$ cat config.mk
export PLATFORM = sky130hd
export DESIGN_NAME = bus_cycle_controller
export DESIGN_NICKNAME = d
export VERILOG_FILES = /design/src/rtl/bus_cycle_controller.sv
export SDC_FILE = /design/constraint.sdc
export NUM_CORES = 1
export LEC_CHECK = 0
export ABC_AREA = 0
export BUFFER_PORTS_ARGS = -buffer_cell sky130_fd_sc_hd__buf_2
export CAP_MARGIN = 20
export CORE_AREA = 2 2 90 92
export CTS_CLUSTER_SIZE = 40
export DETAILED_ROUTE_END_ITERATION = 6
export DIE_AREA = 0 0 92 94
export GPL_TIMING_DRIVEN = 0
export PLACE_DENSITY = 0.55
export SLEW_MARGIN = 5
export SYNTH_ARGS = -nofsm -noshare
export SYNTH_HDL_FRONTEND = slang
export SYNTH_SLANG_ARGS = --single-unit
export TNS_END_PERCENT = 20
$ cat constraint.sdc
create_clock -name clk -period 4.65 [get_ports clk]
set_input_delay 0.93 -clock clk [delete_from_list [all_inputs] [get_ports clk]]
set_output_delay 0.93 -clock clk [all_outputs]
set_load 0.005 [all_outputs]
$ cat src/rtl/bus_cycle_controller.sv
// External bus cycle sequencer: read/write cycles with wait-state stretching,
// DMA bus hand-over and the CPU halt state. Every pin-facing output is a flop.
module bus_cycle_controller #(
  parameter int ADDR_W     = 22,
  parameter int STROBE_CYC = 1,
  parameter int WAIT_MAX   = 255
) (
  input  logic              clk,
  input  logic              arst,
  input  logic              cpu_req,
  input  logic              cpu_we,
  input  logic              cpu_mem_io,
  input  logic [ADDR_W-1:0] cpu_addr,
  input  logic [7:0]        cpu_wdata,
  input  logic              cpu_halt_req,
  input  logic              irq_wake,
  input  logic              dma_req,
  input  logic              pin_wait,
  input  logic [7:0]        data_bus_in,
  output logic [7:0]        cpu_rdata,
  output logic              cpu_done,
  output logic              timeout_err,
  output logic [ADDR_W-1:0] address_bus,
  output logic [7:0]        data_bus_out,
  output logic              data_bus_oe,
  output logic              rd,
  output logic              wr,
  output logic              mem_io,
  output logic              halt,
  output logic              dma_ack,
  output logic              bus_tristate
);

  typedef enum logic [2:0] {
    S_IDLE, S_SETUP, S_STROBE, S_HOLD, S_DMA, S_HALT
  } state_t;

  localparam logic [7:0] STROBE_LAST = 8'(STROBE_CYC - 1);
  localparam logic [7:0] WAIT_LAST   = 8'(WAIT_MAX - 1);

  state_t              state_q, state_d;
  logic [1:0]          dma_sync_q, wait_sync_q;
  logic [7:0]          cnt_q, cnt_d;
  logic                we_q, we_d;
  logic                to_q, to_d;
  logic                ret_halt_q, ret_halt_d;
  logic [ADDR_W-1:0]   addr_q, addr_d;
  logic [7:0]          wdata_q, wdata_d;
  logic                mio_q, mio_d;
  logic [7:0]          rdata_q, rdata_d;
  logic                rd_q, wr_q, oe_q, done_q, terr_q, halt_q, ack_q, tri_q;
  logic                dma_s, wait_s, busy_d;

  assign dma_s  = dma_sync_q[1];
  assign wait_s = wait_sync_q[1];

  always_comb begin
    // NOTE: every variable gets its hold value first so no path through the case infers a latch.
    state_d    = state_q;
    cnt_d      = cnt_q;
    we_d       = we_q;
    to_d       = to_q;
    ret_halt_d = ret_halt_q;
    addr_d     = addr_q;
    wdata_d    = wdata_q;
    mio_d      = mio_q;
    rdata_d    = rdata_q;
    case (state_q)
      S_IDLE: begin
        if (dma_s) begin
          state_d    = S_DMA;
          ret_halt_d = 1'b0;
        end else if (cpu_halt_req) begin
          state_d = S_HALT;
        end else if (cpu_req) begin
          addr_d  = cpu_addr;
          mio_d   = cpu_mem_io;
          we_d    = cpu_we;
          wdata_d = cpu_wdata;
          state_d = S_SETUP;
        end
      end
      S_SETUP: begin
        cnt_d   = '0;
        to_d    = 1'b0;
        state_d = S_STROBE;
      end
      S_STROBE: begin
        cnt_d = (cnt_q == 8'hFF) ? cnt_q : cnt_q + 8'd1;
        // A normal exit wins over a timeout landing on the same count.
        if (cnt_q >= STROBE_LAST && !wait_s) begin
          state_d = S_HOLD;
          if (!we_q) rdata_d = data_bus_in;
        end else if (cnt_q == WAIT_LAST) begin
          state_d = S_HOLD;
          to_d    = 1'b1;
          if (!we_q) rdata_d = 8'hFF;
        end
      end
      S_HOLD: state_d = S_IDLE;
      S_DMA: begin
        if (!dma_s) state_d = ret_halt_q ? S_HALT : S_IDLE;
      end
      S_HALT: begin
        if (dma_s) begin
          state_d    = S_DMA;
          ret_halt_d = 1'b1;
        end else if (irq_wake) begin
          state_d = S_IDLE;
        end
      end
      default: state_d = S_IDLE;
    endcase
  end

  assign busy_d = (state_d == S_SETUP) || (state_d == S_STROBE) || (state_d == S_HOLD);

  // Output flops decode the next state so pins line up with the state they describe.
  always_ff @(posedge clk or posedge arst) begin
    if (arst) begin
      dma_sync_q  <= '0;
      wait_sync_q <= '0;
      state_q     <= S_IDLE;
      cnt_q       <= '0;
      we_q        <= 1'b0;
      to_q        <= 1'b0;
      ret_halt_q  <= 1'b0;
      addr_q      <= '0;
      wdata_q     <= '0;
      mio_q       <= 1'b0;
      rdata_q     <= '0;
      rd_q        <= 1'b0;
      wr_q        <= 1'b0;
      oe_q        <= 1'b0;
      done_q      <= 1'b0;
      terr_q      <= 1'b0;
      halt_q      <= 1'b0;
      ack_q       <= 1'b0;
      tri_q       <= 1'b0;
    end else begin
      // NOTE: non-blocking assignments let the synchronizer stages shift without ordering hazards.
      dma_sync_q  <= {dma_sync_q[0], dma_req};
      wait_sync_q <= {wait_sync_q[0], pin_wait};
      state_q     <= state_d;
      cnt_q       <= cnt_d;
      we_q        <= we_d;
      to_q        <= to_d;
      ret_halt_q  <= ret_halt_d;
      addr_q      <= addr_d;
      wdata_q     <= wdata_d;
      mio_q       <= mio_d;
      rdata_q     <= rdata_d;
      rd_q        <= (state_d == S_STROBE) && !we_d;
      wr_q        <= (state_d == S_STROBE) && we_d;
      oe_q        <= busy_d && we_d;
      done_q      <= (state_d == S_HOLD);
      terr_q      <= (state_d == S_HOLD) && to_d;
      halt_q      <= (state_d == S_HALT);
      ack_q       <= (state_d == S_DMA);
      tri_q       <= (state_d == S_DMA) || (state_d == S_HALT);
    end
  end

  assign cpu_rdata    = rdata_q;
  assign cpu_done     = done_q;
  assign timeout_err  = terr_q;
  assign address_bus  = addr_q;
  assign data_bus_out = wdata_q;
  assign data_bus_oe  = oe_q;
  assign rd           = rd_q;
  assign wr           = wr_q;
  assign mem_io       = mio_q;
  assign halt         = halt_q;
  assign dma_ack      = ack_q;
  assign bus_tristate = tri_q;

endmodule
Yosys cells after proc, flatten, opt, wreduce, memory -nomap -nowiden --
Cells that the tools add are included.
Operators by class: $add $sub $neg 1, multiply operators 0, divide/modulo/power cells 0, magnitude comparators 1, eq/ne operators 16, shifts and indexed selects 0, muxes and demuxes 26, bitwise operators 2, reductions and logical operators 18
Operator list (number):
- two-way mux 8 bit | 5
- two-way mux 3 bit | 9
- == test 8 bit, second input constant | 2
- case mux 8 bit (2 select lines) | 1
- case mux 3 bit (5 select lines) | 1
- == test 3 bit, second input constant | 4
- != test 2 bit, second input constant | 5
- == test 3 x 2 -> 1 bit, second input constant | 3
- adder 8 x 1 -> 8 bit, second input constant | 1
- greater-or-equal comparator 8 x 1 -> 1 bit, second input constant | 1
- two-way mux 1 bit | 8
- AND reduction 4 bit | 2
- == test 3 x 1 -> 1 bit, second input constant | 2
- nonzero test 2 bit | 3
- logical AND 1 bit | 5
- case mux 1 bit (2 select lines) | 2
- zero test 3 bit | 1
- logical OR 1 bit | 3
- AND reduction 3 bit | 1
- zero test 1 bit | 2
- NOT 1 bit | 2
- AND reduction 2 bit | 1
Storage, ports and cells: flip-flop bits (word level) 65, latch bits 0, bits in writable memories 0, ROM bits 0, bits of input ports 47, output and inout bits 47, word-level logic and storage cells 83, memories 0

Logic depth before layout (Yosys ltp) --
word-level depth 8, gate-level depth with buffers 6, mapped depth without buffers 5

Least setup slack after synthesis --
No wires, ideal clock.
path type input -> register, from in cpu_halt_req, to reg addr_q[0], in the netlist address_bus[0], setup time 0.125 ns, data arrival time 1.818 ns, data required time 4.525 ns, setup slack 2.707 ns, stages on the path 3, buffers on the path 1, cell sequence nand3b_1 -> clkbuf_1 -> mux2_2
Between the ends: word-level cells in the longest chain between the ends 2
Ends and longest elaborated chain:
- start: declaration | line 15 | input logic cpu_halt_req,
- NOT 1 bit (no source line)
- AND reduction 4 bit (no source line)
- end signal: assignment | line 149 | addr_q <= addr_d;
- end: declaration | line 47 | logic [ADDR_W-1:0] addr_q, addr_d;
No other way between the ends. A chain may end at the register's enable or synchronous reset.

Worst setup path after layout --
from in cpu_halt_req, to reg addr_q[21], in the netlist address_bus[21]
The elaborated chain is that of the path after synthesis.

==> reports/qor.txt <==
Mapped Avg Cell Area = 13.80 µm²
layout cells sized above 1 = 50.68%
Setup WS pre-CTS = 2.362 ns
number of global-route vias before repair = 1,855
startpoint types = input port
leakage = 1.657 nW
setup TNS = 0 ns
full die area = 8648 µm²
Max Slew Vio Count = 0
routed len/inst = 12.99 µm
Max FO, Critical Path = 10
Peak VDD IR = 0.3147 mV
GP Congestion = 0.7431
reg-to-reg slack, setup = 2.75 ns
postcts setup bufs = 0
syn_nets = 237
register area share after synthesis = 62.68%
GRT overflow = 0
DIE HEIGHT = 94 µm
port bufs = 93
Initial Util = 34.11%
Antenna Cells = 0
die width = 92 µm
worst-case reg-to-reg path depth = 6
Worst R2R End = cnt_q[6]
Root Buffer = clkbuf_8
CP Class = in -> reg
CP Data Required Time = 4.86 ns
ranking of synthesized cells by area = dfrtp_1 (63%), mux2_2 (14%), o22a_1 (2.7%), inv_1 (1.3%), buf_6 (1.3%)
Post-Route Skew = 0.009284 ns
EDFF count, synth = 0
Crit path arrival time = 2.13 ns
FF+latch count, synth = 65
Max-Slew Margin vs Limit = 47.67%
Hold WC Path Type = reg -> reg
total power = 1.921 mW
maxcap violations = 0
via density per instance = 4.663
crit path to = address_bus[21]
first-pass GRT wire length = 8694 µm
critical path startpoint = cpu_halt_req
core area = 7607 µm²
Max Root-Sink Buffers = 2
synthesized instance count = 188
synth cell count leaders = dfrtp_1 (65), mux2_2 (32), inv_1 (9)
Post-DP HPWL = 3742 µm
Synth top area share = 62.68%
FF-to-FF Start = state_q[2]
run status = finished clean
Synth warnings = 0
Final setup viols = 0
H-tree levels = 3
initial antenna violation count = 0
TritonCTS clock tree = yes
Nets = 341
final worst path period share = 41.24%
FP Rows = 32
Synth-to-Final Area Change = 29.94%
cts hold-fix bufs = 0
CTS clock-pin slew for the worst setup and hold paths = 0.07 ns
ys flop type = dfrtp_1
drt pass-1 iters = 4
Max Fclk = 521.4 MHz
RSZ-0062 raised after global routing = false
via count = 1,856
final critical-path required period = 1.918 ns
critical path endpoint category = register
Total GRT Usage = 12.79%
final worst slack = 2.732 ns
iteration-0 DRC count of the detailed router = 51
final WL = 5170 µm
Slew @ Worst Pin = 0.7849 ns
number of clock sinks = 65
Final Hold Viols = 0
drc violations = 0
PostCTS Resize Cnt = 0
Pwr per Cell Area = 569.7 nW/µm²
cell type with the largest total area after synthesis = dfrtp_1
ANT nets after route = 0
async set-or-reset flop fraction in the synthesized netlist = 100.0%
Clock Latency Late Sink = 0.32 ns
Num CTS Buffers = 9
Ports = 94
Post-Syn Area = 2595 µm²
most frequent cell after synthesis = dfrtp_1
pin count of the biggest net entering global routing = 66
synth unique cells = 42
through the flow:
step | cell area [µm²] | cells | utilization [%] | hold slack [ns]
after floorplan | 2595 | 188 | - | 0.3312
after global placement | 3188 | 383 | 41.91 | 0.3317
after detailed placement | 3191 | 383 | 41.94 | 0.3362
after CTS | 3372 | 398 | 44.33 | 0.3578
after global routing | 3372 | 398 | 44.33 | 0.3554
final | 3372 | 398 | 44.33 | 0.3512
cell type report:
cell class	count	area (µm²)
plain buffers	9	60.06
clock buffers	13	168.9
clock inverters	2	12.51
fillers	758	4235
inverters	9	36.28
multi-input cells	105	874.6
flip-flops and latches	65	1627
well taps	102	127.6
repair buffers	93	465.4
placed cells by master, fill, tap and decap left out, drive strengths merged, types with 2 or more instances in the layout:
| cell | count |
|---|---|
| o41ai | 2 |
| o311ai | 2 |
| a21oi | 2 |
| nor2 | 7 |
| or3 | 2 |
| o211ai | 2 |
| clkbuf | 18 |
| nor3b | 2 |
| o31ai | 2 |
| nor3 | 5 |
| a311oi | 3 |
| o22a | 8 |
| inv | 9 |
| o21ai | 5 |
| nand3 | 6 |
| dfrtp | 65 |
| or3b | 2 |
| nand2 | 5 |
| ha | 2 |
| mux2 | 32 |
| buf | 97 |
routing by layer:
metal  track usage (%)  wire [µm]  up-vias
met4             3.731         59        0
met5                 0          0        -
met1             16.25       2330      908
met2             20.59       2525       50
li1                  -          -      892
met3             4.655        255        6
flip-flops by register name, summed over array words and instances, names as in the netlist, 2 cells and up:
| signal | flops |
|---|---|
| wait_sync_q | 2 |
| cpu_rdata | 8 |
| state_q | 3 |
| address_bus | 22 |
| cnt_q | 8 |
| data_bus_out | 8 |
| dma_sync_q | 2 |
critical path, stage by stage:
cell	delay [ns]
buf_2	0.10
nand3b_1	0.25
clkbuf_1	0.46
mux2_2	0.39
worst min path at each step:
| stage | startpoint | end | slack [ns] | cells past startpoint |
|---|---|---|---|---|
| floorplan | dma_sync_q[0] | dma_sync_q[1] | 0.33 | 0 |
| global placement | wait_sync_q[0] | wait_sync_q[1] | 0.33 | 0 |
| detailed placement | wait_sync_q[0] | wait_sync_q[1] | 0.34 | 0 |
| CTS | wait_sync_q[0] | wait_sync_q[1] | 0.36 | 0 |
| global route | dma_sync_q[0] | dma_sync_q[1] | 0.36 | 0 |
| finish | wait_sync_q[0] | wait_sync_q[1] | 0.35 | 0 |
cells by family after synthesis:
family	after synthesis	share of synthesized area, %
fa+ha+maj	2	0.9642
flops	65	62.68
xor+xnor	2	0.6751
compound gates	31	9.403
mux	33	14.27
buf+inv	18	3.616
simple gates	37	8.390
report_power, final:
part,switching (mW),internal [mW],leakage [nW]
combinational,0.267,0.346,0.751
sequential,0.0981,0.783,0.815
clock,0.195,0.234,0.0915
total,0.559,1.36,1.66
No activity file was read; power rests on OpenSTA's default activity.
